`config.mk`:
```
export PLATFORM = sky130hd
export DESIGN_NAME = alu_muldiv_flat
export DESIGN_NICKNAME = d
export VERILOG_FILES = /design/src/rtl/alu_muldiv_pkg.sv /design/src/rtl/alu_muldiv_if.sv /design/src/rtl/alu_muldiv_step.sv /design/src/rtl/alu_muldiv.sv /design/src/flat_wrapper.sv
export SDC_FILE = /design/constraint.sdc
export NUM_CORES = 1
export LEC_CHECK = 0
export ABC_CLOCK_PERIOD_IN_PS = 7100
export BUFFER_PORTS_ARGS = -buffer_cell sky130_fd_sc_hd__buf_2
export CAP_MARGIN = 20
export CORE_MARGIN = 8
export CORE_UTILIZATION = 55
export DETAILED_ROUTE_END_ITERATION = 10
export PLACE_DENSITY = 0.74
export SETUP_SLACK_MARGIN = 0.1
export SLEW_MARGIN = 10
export SYNTH_ARGS = -nofsm -noshare
export SYNTH_HDL_FRONTEND = slang
export SYNTH_HIERARCHICAL = 1
export SYNTH_SLANG_ARGS = --single-unit
```
`constraint.sdc`:
```
create_clock -name i_clk -period 7.1 [get_ports i_clk]
set_input_delay 1.42 -clock i_clk [delete_from_list [all_inputs] [get_ports i_clk]]
set_output_delay 1.42 -clock i_clk [all_outputs]
set_load 0.03 [all_outputs]
```
`src/rtl/alu_muldiv_pkg.sv`:
```
// Shared definitions for the iterative multiply/divide unit: op codes,
// FSM state encoding and the divide-by-zero result convention.
package alu_muldiv_pkg;

  // Operation codes carried on i_op; any other value is a NOP.
  localparam int OP_MULT  = 0;
  localparam int OP_MULTU = 1;
  localparam int OP_DIV   = 2;
  localparam int OP_DIVU  = 3;
  localparam int OP_MTHI  = 4;
  localparam int OP_MTLO  = 5;

  // Controller states: IDLE waits for work, CALC iterates one bit per
  // cycle, FIX applies sign correction and writes HI/LO.
  typedef enum logic [1:0] {
    ST_IDLE = 2'd0,
    ST_CALC = 2'd1,
    ST_FIX  = 2'd2
  } state_e;

  // Divide by zero does not trap: every quotient bit is filled with this
  // value (LO = all ones) and HI returns the dividend.
  localparam bit DIV0_QUOT_FILL = 1'b1;

endpackage

```
`src/rtl/alu_muldiv_if.sv`:
```
// Request/result bundle between the EX stage and the multiply/divide unit.
//
// Handshake: i_start is a single-cycle request that is accepted on a rising
// edge only while o_busy is low and i_flush is low. Once accepted, a MULT/DIV
// holds o_busy high until it completes; the result is announced by a
// one-cycle o_done pulse (o_busy low in that cycle), during which a new
// request may already be accepted. MTHI/MTLO complete at the accepting edge
// with neither o_busy nor o_done. i_flush aborts any operation in flight.
interface alu_muldiv_if #(
  parameter int DATA_SIZE = 32,
  parameter int OP_SIZE   = 3
);
  logic                 i_start;
  logic [OP_SIZE-1:0]   i_op;
  logic [DATA_SIZE-1:0] i_A;
  logic [DATA_SIZE-1:0] i_B;
  logic                 i_flush;
  logic                 o_busy;
  logic                 o_done;
  logic [DATA_SIZE-1:0] o_hi;
  logic [DATA_SIZE-1:0] o_lo;

  modport master (
    output i_start, i_op, i_A, i_B, i_flush,
    input  o_busy, o_done, o_hi, o_lo
  );

  modport slave (
    input  i_start, i_op, i_A, i_B, i_flush,
    output o_busy, o_done, o_hi, o_lo
  );
endinterface

```
`src/rtl/alu_muldiv_step.sv`:
```
// One combinational iteration of the multiply/divide datapath: a shift-add
// step on the 2N-bit product accumulator, or a restoring-division step on
// the remainder/quotient pair. The divide path exists only when HAS_DIV=1.
module alu_muldiv_step #(
  parameter int DATA_SIZE = 32,
  parameter bit HAS_DIV   = 1'b1
) (
  input  logic                   mode_div,
  input  logic [2*DATA_SIZE-1:0] acc,
  input  logic [DATA_SIZE-1:0]   rem,
  input  logic [DATA_SIZE-1:0]   quot,
  input  logic [DATA_SIZE-1:0]   operand,
  output logic [2*DATA_SIZE-1:0] acc_next,
  output logic [DATA_SIZE-1:0]   rem_next,
  output logic [DATA_SIZE-1:0]   quot_next
);
  localparam int N = DATA_SIZE;

  logic [N:0] mul_sum;

  // Shift-add: the multiplier sits in the low half and is consumed LSB
  // first; the multiplicand is added into the high half, then all shifts right.
  always_comb begin
    mul_sum  = {1'b0, acc[2*N-1:N]} + (acc[0] ? {1'b0, operand} : {(N+1){1'b0}});
    acc_next = mode_div ? acc : {mul_sum, acc[N-1:1]};
  end

  if (HAS_DIV) begin : g_div
    logic [N:0] shifted;
    logic [N:0] trial;

    // Restoring division: shift the next dividend bit into the remainder
    // and keep the subtraction only when it does not borrow.
    always_comb begin
      shifted = {rem, quot[N-1]};
      trial   = shifted - {1'b0, operand};
      if (trial[N]) begin
        rem_next  = shifted[N-1:0];
        quot_next = {quot[N-2:0], 1'b0};
      end else begin
        rem_next  = trial[N-1:0];
        quot_next = {quot[N-2:0], 1'b1};
      end
    end
  end else begin : g_no_div
    logic unused_div;
    assign unused_div = ^{rem, quot};
    assign rem_next   = '0;
    assign quot_next  = '0;
  end

endmodule

```
`src/rtl/alu_muldiv.sv`:
```
// Multi-cycle multiply/divide unit with architectural HI/LO registers.
// Operands are reduced to magnitudes at start, iterated one bit per cycle,
// and sign-corrected in a single FIX cycle before HI/LO are written.
module alu_muldiv
  import alu_muldiv_pkg::*;
#(
  parameter int DATA_SIZE = 32,
  parameter int OP_SIZE   = 3,
  parameter bit HAS_DIV   = 1'b1
) (
  input  logic         i_clk,
  input  logic         i_reset,
  alu_muldiv_if.slave  bus,
  output state_e       dbg_state
);
  localparam int N  = DATA_SIZE;
  localparam int CW = $clog2(DATA_SIZE);

  state_e         state;
  state_e         state_next;
  logic [CW-1:0]  cnt;
  logic [N-1:0]   a_mag;
  logic [N-1:0]   b_mag;
  logic           a_neg;
  logic           b_neg;
  logic           is_div;
  logic [2*N-1:0] acc;
  logic [N-1:0]   rem;
  logic [N-1:0]   quot;
  logic [N-1:0]   hi;
  logic [N-1:0]   lo;
  logic           busy;
  logic           done;

  logic           op_mul;
  logic           op_div;
  logic           op_signed;
  logic           op_mthi;
  logic           op_mtlo;
  logic           accept;
  logic [N-1:0]   a_in_mag;
  logic [N-1:0]   b_in_mag;
  logic [N-1:0]   operand;
  logic [2*N-1:0] acc_next;
  logic [N-1:0]   rem_next;
  logic [N-1:0]   quot_next;
  logic [2*N-1:0] prod_fix;
  logic [N-1:0]   quot_fix;
  logic [N-1:0]   rem_fix;

  // Decode the request and form operand magnitudes for the accepting edge.
  always_comb begin
    op_mul    = (bus.i_op == OP_SIZE'(OP_MULT)) || (bus.i_op == OP_SIZE'(OP_MULTU));
    op_div    = HAS_DIV && ((bus.i_op == OP_SIZE'(OP_DIV)) || (bus.i_op == OP_SIZE'(OP_DIVU)));
    op_signed = (bus.i_op == OP_SIZE'(OP_MULT)) || (bus.i_op == OP_SIZE'(OP_DIV));
    op_mthi   = (bus.i_op == OP_SIZE'(OP_MTHI));
    op_mtlo   = (bus.i_op == OP_SIZE'(OP_MTLO));
    accept    = bus.i_start && !bus.i_flush && (state == ST_IDLE);
    a_in_mag  = (op_signed && bus.i_A[N-1]) ? -bus.i_A : bus.i_A;
    b_in_mag  = (op_signed && bus.i_B[N-1]) ? -bus.i_B : bus.i_B;
  end

  // Next-state logic; a flush abandons CALC or FIX without writing HI/LO.
  always_comb begin
    state_next = state;
    case (state)
      ST_IDLE: if (accept && (op_mul || op_div)) state_next = ST_CALC;
      ST_CALC: begin
        if (bus.i_flush)    state_next = ST_IDLE;
        else if (cnt == '0) state_next = ST_FIX;
      end
      ST_FIX:  state_next = ST_IDLE;
      default: state_next = ST_IDLE;
    endcase
  end

  // The step works on the multiplicand for MULT and on the divisor for DIV.
  assign operand = is_div ? b_mag : a_mag;

  alu_muldiv_step #(
    .DATA_SIZE (DATA_SIZE),
    .HAS_DIV   (HAS_DIV)
  ) u_step (
    .mode_div  (is_div),
    .acc       (acc),
    .rem       (rem),
    .quot      (quot),
    .operand   (operand),
    .acc_next  (acc_next),
    .rem_next  (rem_next),
    .quot_next (quot_next)
  );

  // Sign correction: product and quotient negate on differing signs, the
  // remainder follows the dividend; a zero divisor forces the quotient fill.
  always_comb begin
    prod_fix = (a_neg ^ b_neg) ? -acc : acc;
    quot_fix = (a_neg ^ b_neg) ? -quot : quot;
    if (b_mag == '0) quot_fix = {N{DIV0_QUOT_FILL}};
    rem_fix  = a_neg ? -rem : rem;
  end

  // State register, iteration registers, HI/LO and the registered flags.
  always_ff @(posedge i_clk) begin
    if (i_reset) begin
      state  <= ST_IDLE;
      cnt    <= '0;
      a_mag  <= '0;
      b_mag  <= '0;
      a_neg  <= 1'b0;
      b_neg  <= 1'b0;
      is_div <= 1'b0;
      acc    <= '0;
      rem    <= '0;
      quot   <= '0;
      hi     <= '0;
      lo     <= '0;
      busy   <= 1'b0;
      done   <= 1'b0;
    end else begin
      state <= state_next;
      busy  <= (state_next != ST_IDLE);
      done  <= 1'b0;
      case (state)
        ST_IDLE: begin
          if (accept && (op_mul || op_div)) begin
            a_mag  <= a_in_mag;
            b_mag  <= b_in_mag;
            a_neg  <= op_signed && bus.i_A[N-1];
            b_neg  <= op_signed && bus.i_B[N-1];
            is_div <= op_div;
            cnt    <= CW'(N - 1);
            acc    <= {{N{1'b0}}, b_in_mag};
            rem    <= '0;
            quot   <= a_in_mag;
          end else if (accept && op_mthi) begin
            hi <= bus.i_A;
          end else if (accept && op_mtlo) begin
            lo <= bus.i_A;
          end
        end
        ST_CALC: begin
          if (!bus.i_flush) begin
            acc  <= acc_next;
            rem  <= rem_next;
            quot <= quot_next;
            if (cnt != '0) cnt <= cnt - CW'(1);
          end
        end
        ST_FIX: begin
          if (!bus.i_flush) begin
            if (is_div) begin
              hi <= rem_fix;
              lo <= quot_fix;
            end else begin
              {hi, lo} <= prod_fix;
            end
            done <= 1'b1;
          end
        end
        default: ;
      endcase
    end
  end

  assign bus.o_busy = busy;
  assign bus.o_done = done;
  assign bus.o_hi   = hi;
  assign bus.o_lo   = lo;
  assign dbg_state  = state;

endmodule
```
`src/flat_wrapper.sv`:
```
// flat-port wrapper written by rule: the top's interface ports become plain ports
module alu_muldiv_flat import alu_muldiv_pkg::*;
#(
  parameter int DATA_SIZE = 32,
  parameter int OP_SIZE   = 3,
  parameter bit HAS_DIV   = 1'b1
)
  (i_clk, i_reset, dbg_state, bus_i_start, bus_i_op, bus_i_A, bus_i_B, bus_i_flush, bus_o_busy, bus_o_done, bus_o_hi, bus_o_lo);
  alu_muldiv_if #(.DATA_SIZE(DATA_SIZE), .OP_SIZE(OP_SIZE)) bus_i ();
  input  logic i_clk;
  input  logic i_reset;
  output state_e dbg_state;
  input wire logic [$bits(bus_i.i_start)-1:0] bus_i_start;
  input wire logic [$bits(bus_i.i_op)-1:0] bus_i_op;
  input wire logic [$bits(bus_i.i_A)-1:0] bus_i_A;
  input wire logic [$bits(bus_i.i_B)-1:0] bus_i_B;
  input wire logic [$bits(bus_i.i_flush)-1:0] bus_i_flush;
  output wire logic [$bits(bus_i.o_busy)-1:0] bus_o_busy;
  output wire logic [$bits(bus_i.o_done)-1:0] bus_o_done;
  output wire logic [$bits(bus_i.o_hi)-1:0] bus_o_hi;
  output wire logic [$bits(bus_i.o_lo)-1:0] bus_o_lo;
  assign bus_i.i_start = bus_i_start;
  assign bus_i.i_op = bus_i_op;
  assign bus_i.i_A = bus_i_A;
  assign bus_i.i_B = bus_i_B;
  assign bus_i.i_flush = bus_i_flush;
  assign bus_o_busy = bus_i.o_busy;
  assign bus_o_done = bus_i.o_done;
  assign bus_o_hi = bus_i.o_hi;
  assign bus_o_lo = bus_i.o_lo;
  alu_muldiv #(.DATA_SIZE(DATA_SIZE), .OP_SIZE(OP_SIZE), .HAS_DIV(HAS_DIV)) u_core (.i_clk(i_clk), .i_reset(i_reset), .bus(bus_i), .dbg_state(dbg_state));
endmodule
```
==> reports/metrics.cfg <==
[outcome]
outcome=finished clean

[setup_path]
end_kind=flip-flop
worst_path_max_delay_cell=xor2_4
worstPathMaxFanout=31
crit_type=flip-flop to flip-flop
worstPathCellList=buf_4 -> mux2_2 -> inv_1 -> ha_1 -> a21oi_1 -> o21ai_0 -> a311oi_1 -> o21ai_2 -> a21oi_2 -> o31a_4 -> o31ai_4 -> xor2_4 -> buf_4 -> mux2_1 -> nand3_1 -> a21oi_1
cp_slowest_stage_delay_ns=0.80
startpoint_type=flip-flop
arrival_ns=5.50
crit_required_ns=7.52

[clocking]
cts_inserted_buffers=31
cts_tree=yes
clk_pin_slew_ns=0.06
root_buffer=clkbuf_16
cts_buffer_depth=3
clk_latency_ns=0.59
cts_max_level=1
cts_hold_buffers=0
cts_post_setup_buffers_inserted=0
cts_sinks=268
cts_resized=0

[global_route]
antenna_found_initial=4
grt_max_degree=88
grt_pass1_vias=19500
grt-ovfl-total=0
grt_pass1_wl_mm=122
grt.total_usage_pct=35.2

[routing]
routed_wirelength_mm=81.6
drtIter0Drc=3091
drt_pre_antenna_iters=8
wire_per_inst_um=25.6
vias=21700
via_per_inst=6.80
drc=0
antenna_left=0

[synthesis]
synth_seq_cells=268
syn_area_mm2=0.0205
synth_edf_count=0
synth_cell_types=90
synth_ff_type=dfxtp_1
syn_avg_cell_area_um2=7.58
yosysTopAreaCellShare_pct=26.2
syn_inst=2704
yosys_warnings=6
syn_nets=2848
synth_area_leader_cell=dfxtp_1
synthTopCellsByArea=dfxtp_1, a21oi_1, xnor2_1, nand2_1, o21ai_0
seq_area_frac_synth_pct=26.2
synth-async-reset-ratio_pct=0

[power_and_ir_drop]
pwr-share-comb_pct=20.3
totalPowerFinal_mw=4.32
sequentialPowerShare_pct=37.8
p_sw_share_pct=31.4
irDropWorstVdd_uv=189
cellPowerDensity_mw_per_mm2=193
power_frac_clock_pct=41.9
p_leak_nw=9.11
switching_power_mw=1.35
p_int_mw=2.96

[place]
post-place-cells=3129
dp_hpwl_mm=60.6
gp_congestion=1.00
port_buffers=138
placed_cell_area_mm2=0.0212
pre_cts_slack_ns=2.12

[die]
dieHeight_um=209
die_area_mm2=0.0437
die_w_um=209
ioPinCount=139
core_region_area_mm2=0.0366
initial_core_util_pct=56.0
rows=70

[timing]
worst_pin_slew_ns=1.07
layout_setup_ws_ns=2.02
grt_setup_unrepaired=false
relSlewSlack_pct=28.5
final-setup-viol-count=0
fin_crit_sh_pct=71.5
period_needed_ns=5.08
final.setup.tns_ns=0
clock_skew_ns=0.00995
fmaxAchievable_mhz=197
drv_slew=0
hold_viol_final=0

[run]
cap_violations=0

[final_layout]
final_cells=3192
mostFrequentLayoutCell=nand2_1
final_cell_area_mm2=0.0223
drive_gt1_share_pct=13.6
nets=2842
area_delta_synth_final_pct=9.04
final_cell_mix=nand2_1, dfxtp_1, a21oi_1

[min_path]
hold_path.class=flip-flop to flip-flop

[power by group through the flow]
| stage | logic [mW] | registers, mW | clock network [mW] |
|---|---|---|---|
| floorplan | 0.597 | 1.64 | 0 |
| global placement | 0.832 | 1.66 | 0 |
| detailed placement | 0.840 | 1.66 | 0 |
| CTS | 0.845 | 1.63 | 1.81 |
| global route | 0.932 | 1.63 | 1.86 |
| finish | 0.877 | 1.63 | 1.81 |
[path summary, 6_finish.rpt]
path	start	to	slack, ns	cells after the start
setup / recovery	u_core/is_div$_SDFFE_PP0P_	u_core/rem[26]$_SDFFE_PP0P_	2.02	16
hold / removal	u_core/bus.o_hi[18]$_SDFFE_PP0P_	u_core/bus.o_hi[18]$_SDFFE_PP0P_	0.46	2
setup reg to reg	u_core/is_div$_SDFFE_PP0P_	u_core/rem[26]$_SDFFE_PP0P_	2.02	16
hold reg to reg	u_core/bus.o_hi[18]$_SDFFE_PP0P_	u_core/bus.o_hi[18]$_SDFFE_PP0P_	0.46	2
[worst max-delay path, delay by kind of cell, from the launching register on]
kind,cells,cell delay (ns)
AO/OA/AOI/OAI,8,1.51
buffers and inverters,3,0.86
XOR/XNOR,1,0.80
multiplexers,2,0.74
flip-flops,1,0.60
adder cells (fa/ha/maj),1,0.29
AND/OR/NAND/NOR,1,0.08
[metrics by stage]
stage          utilization (%)  hold slack [ns]
5_1_grt                   61.0            0.477
2_1_floorplan                -            0.419
3_5_place_dp              57.8            0.447
3_3_place_gp              57.8            0.441
4_1_cts                   60.9            0.460
6_report                  61.0            0.458
[Yosys cell counts (all sizes together), types with 41 or more instances]
cell type and n:
o21ai 210, inv 69, nor3 61, a31oi 46
ha 71, clkbuf 152, xnor2 126, xor2 88
mux2 99, nand3 80, a211oi 72, nor2 251
a21oi 255, buf 59, nand2 274, o31ai 41
dfxtp 268, a21o 42, nor4 43
[layout make-up]
class	instances	area [µm²]
clock buffer	40	850
multi-input combinational	2156	14000
sequential	268	5370
timing repair buffer	172	990
tap	468	586
fill	3350	14300
clock inverter	17	280
antenna	2	5.00
inverter	69	259
[sequential cells by signal, indices dropped and copies added (netlist names), 2 cells and up]
| name | cells |
|---|---|
| u_core/cnt | 5 |
| u_core/rem | 32 |
| u_core/a_mag | 32 |
| u_core/b_mag | 32 |
| u_core/bus.o_hi | 32 |
| u_core/quot | 32 |
| u_core/acc | 64 |
| u_core/dbg_state | 2 |
| u_core/bus.o_lo | 32 |
[cells by family after synthesis]
group / count (synthesis) / share of synthesized area [%]
muxes: 110 / 6.34
buffers and inverters: 280 / 5.86
DFF: 268 / 26.2
adders and majority gates: 73 / 4.53
and+or+nand+nor: 904 / 21.6
AOI/OAI and AO/OA: 855 / 26.3
xor gates and xnor gates: 214 / 9.24
[per-layer routing]
layer | track usage (%) | wire, µm
met3 | 7.54 | 10400
met5 | 0 | 42
met2 | 50.7 | 33000
met1 | 49.6 | 33800
met4 | 16.0 | 4400
Power figures use the tool's default switching activity.
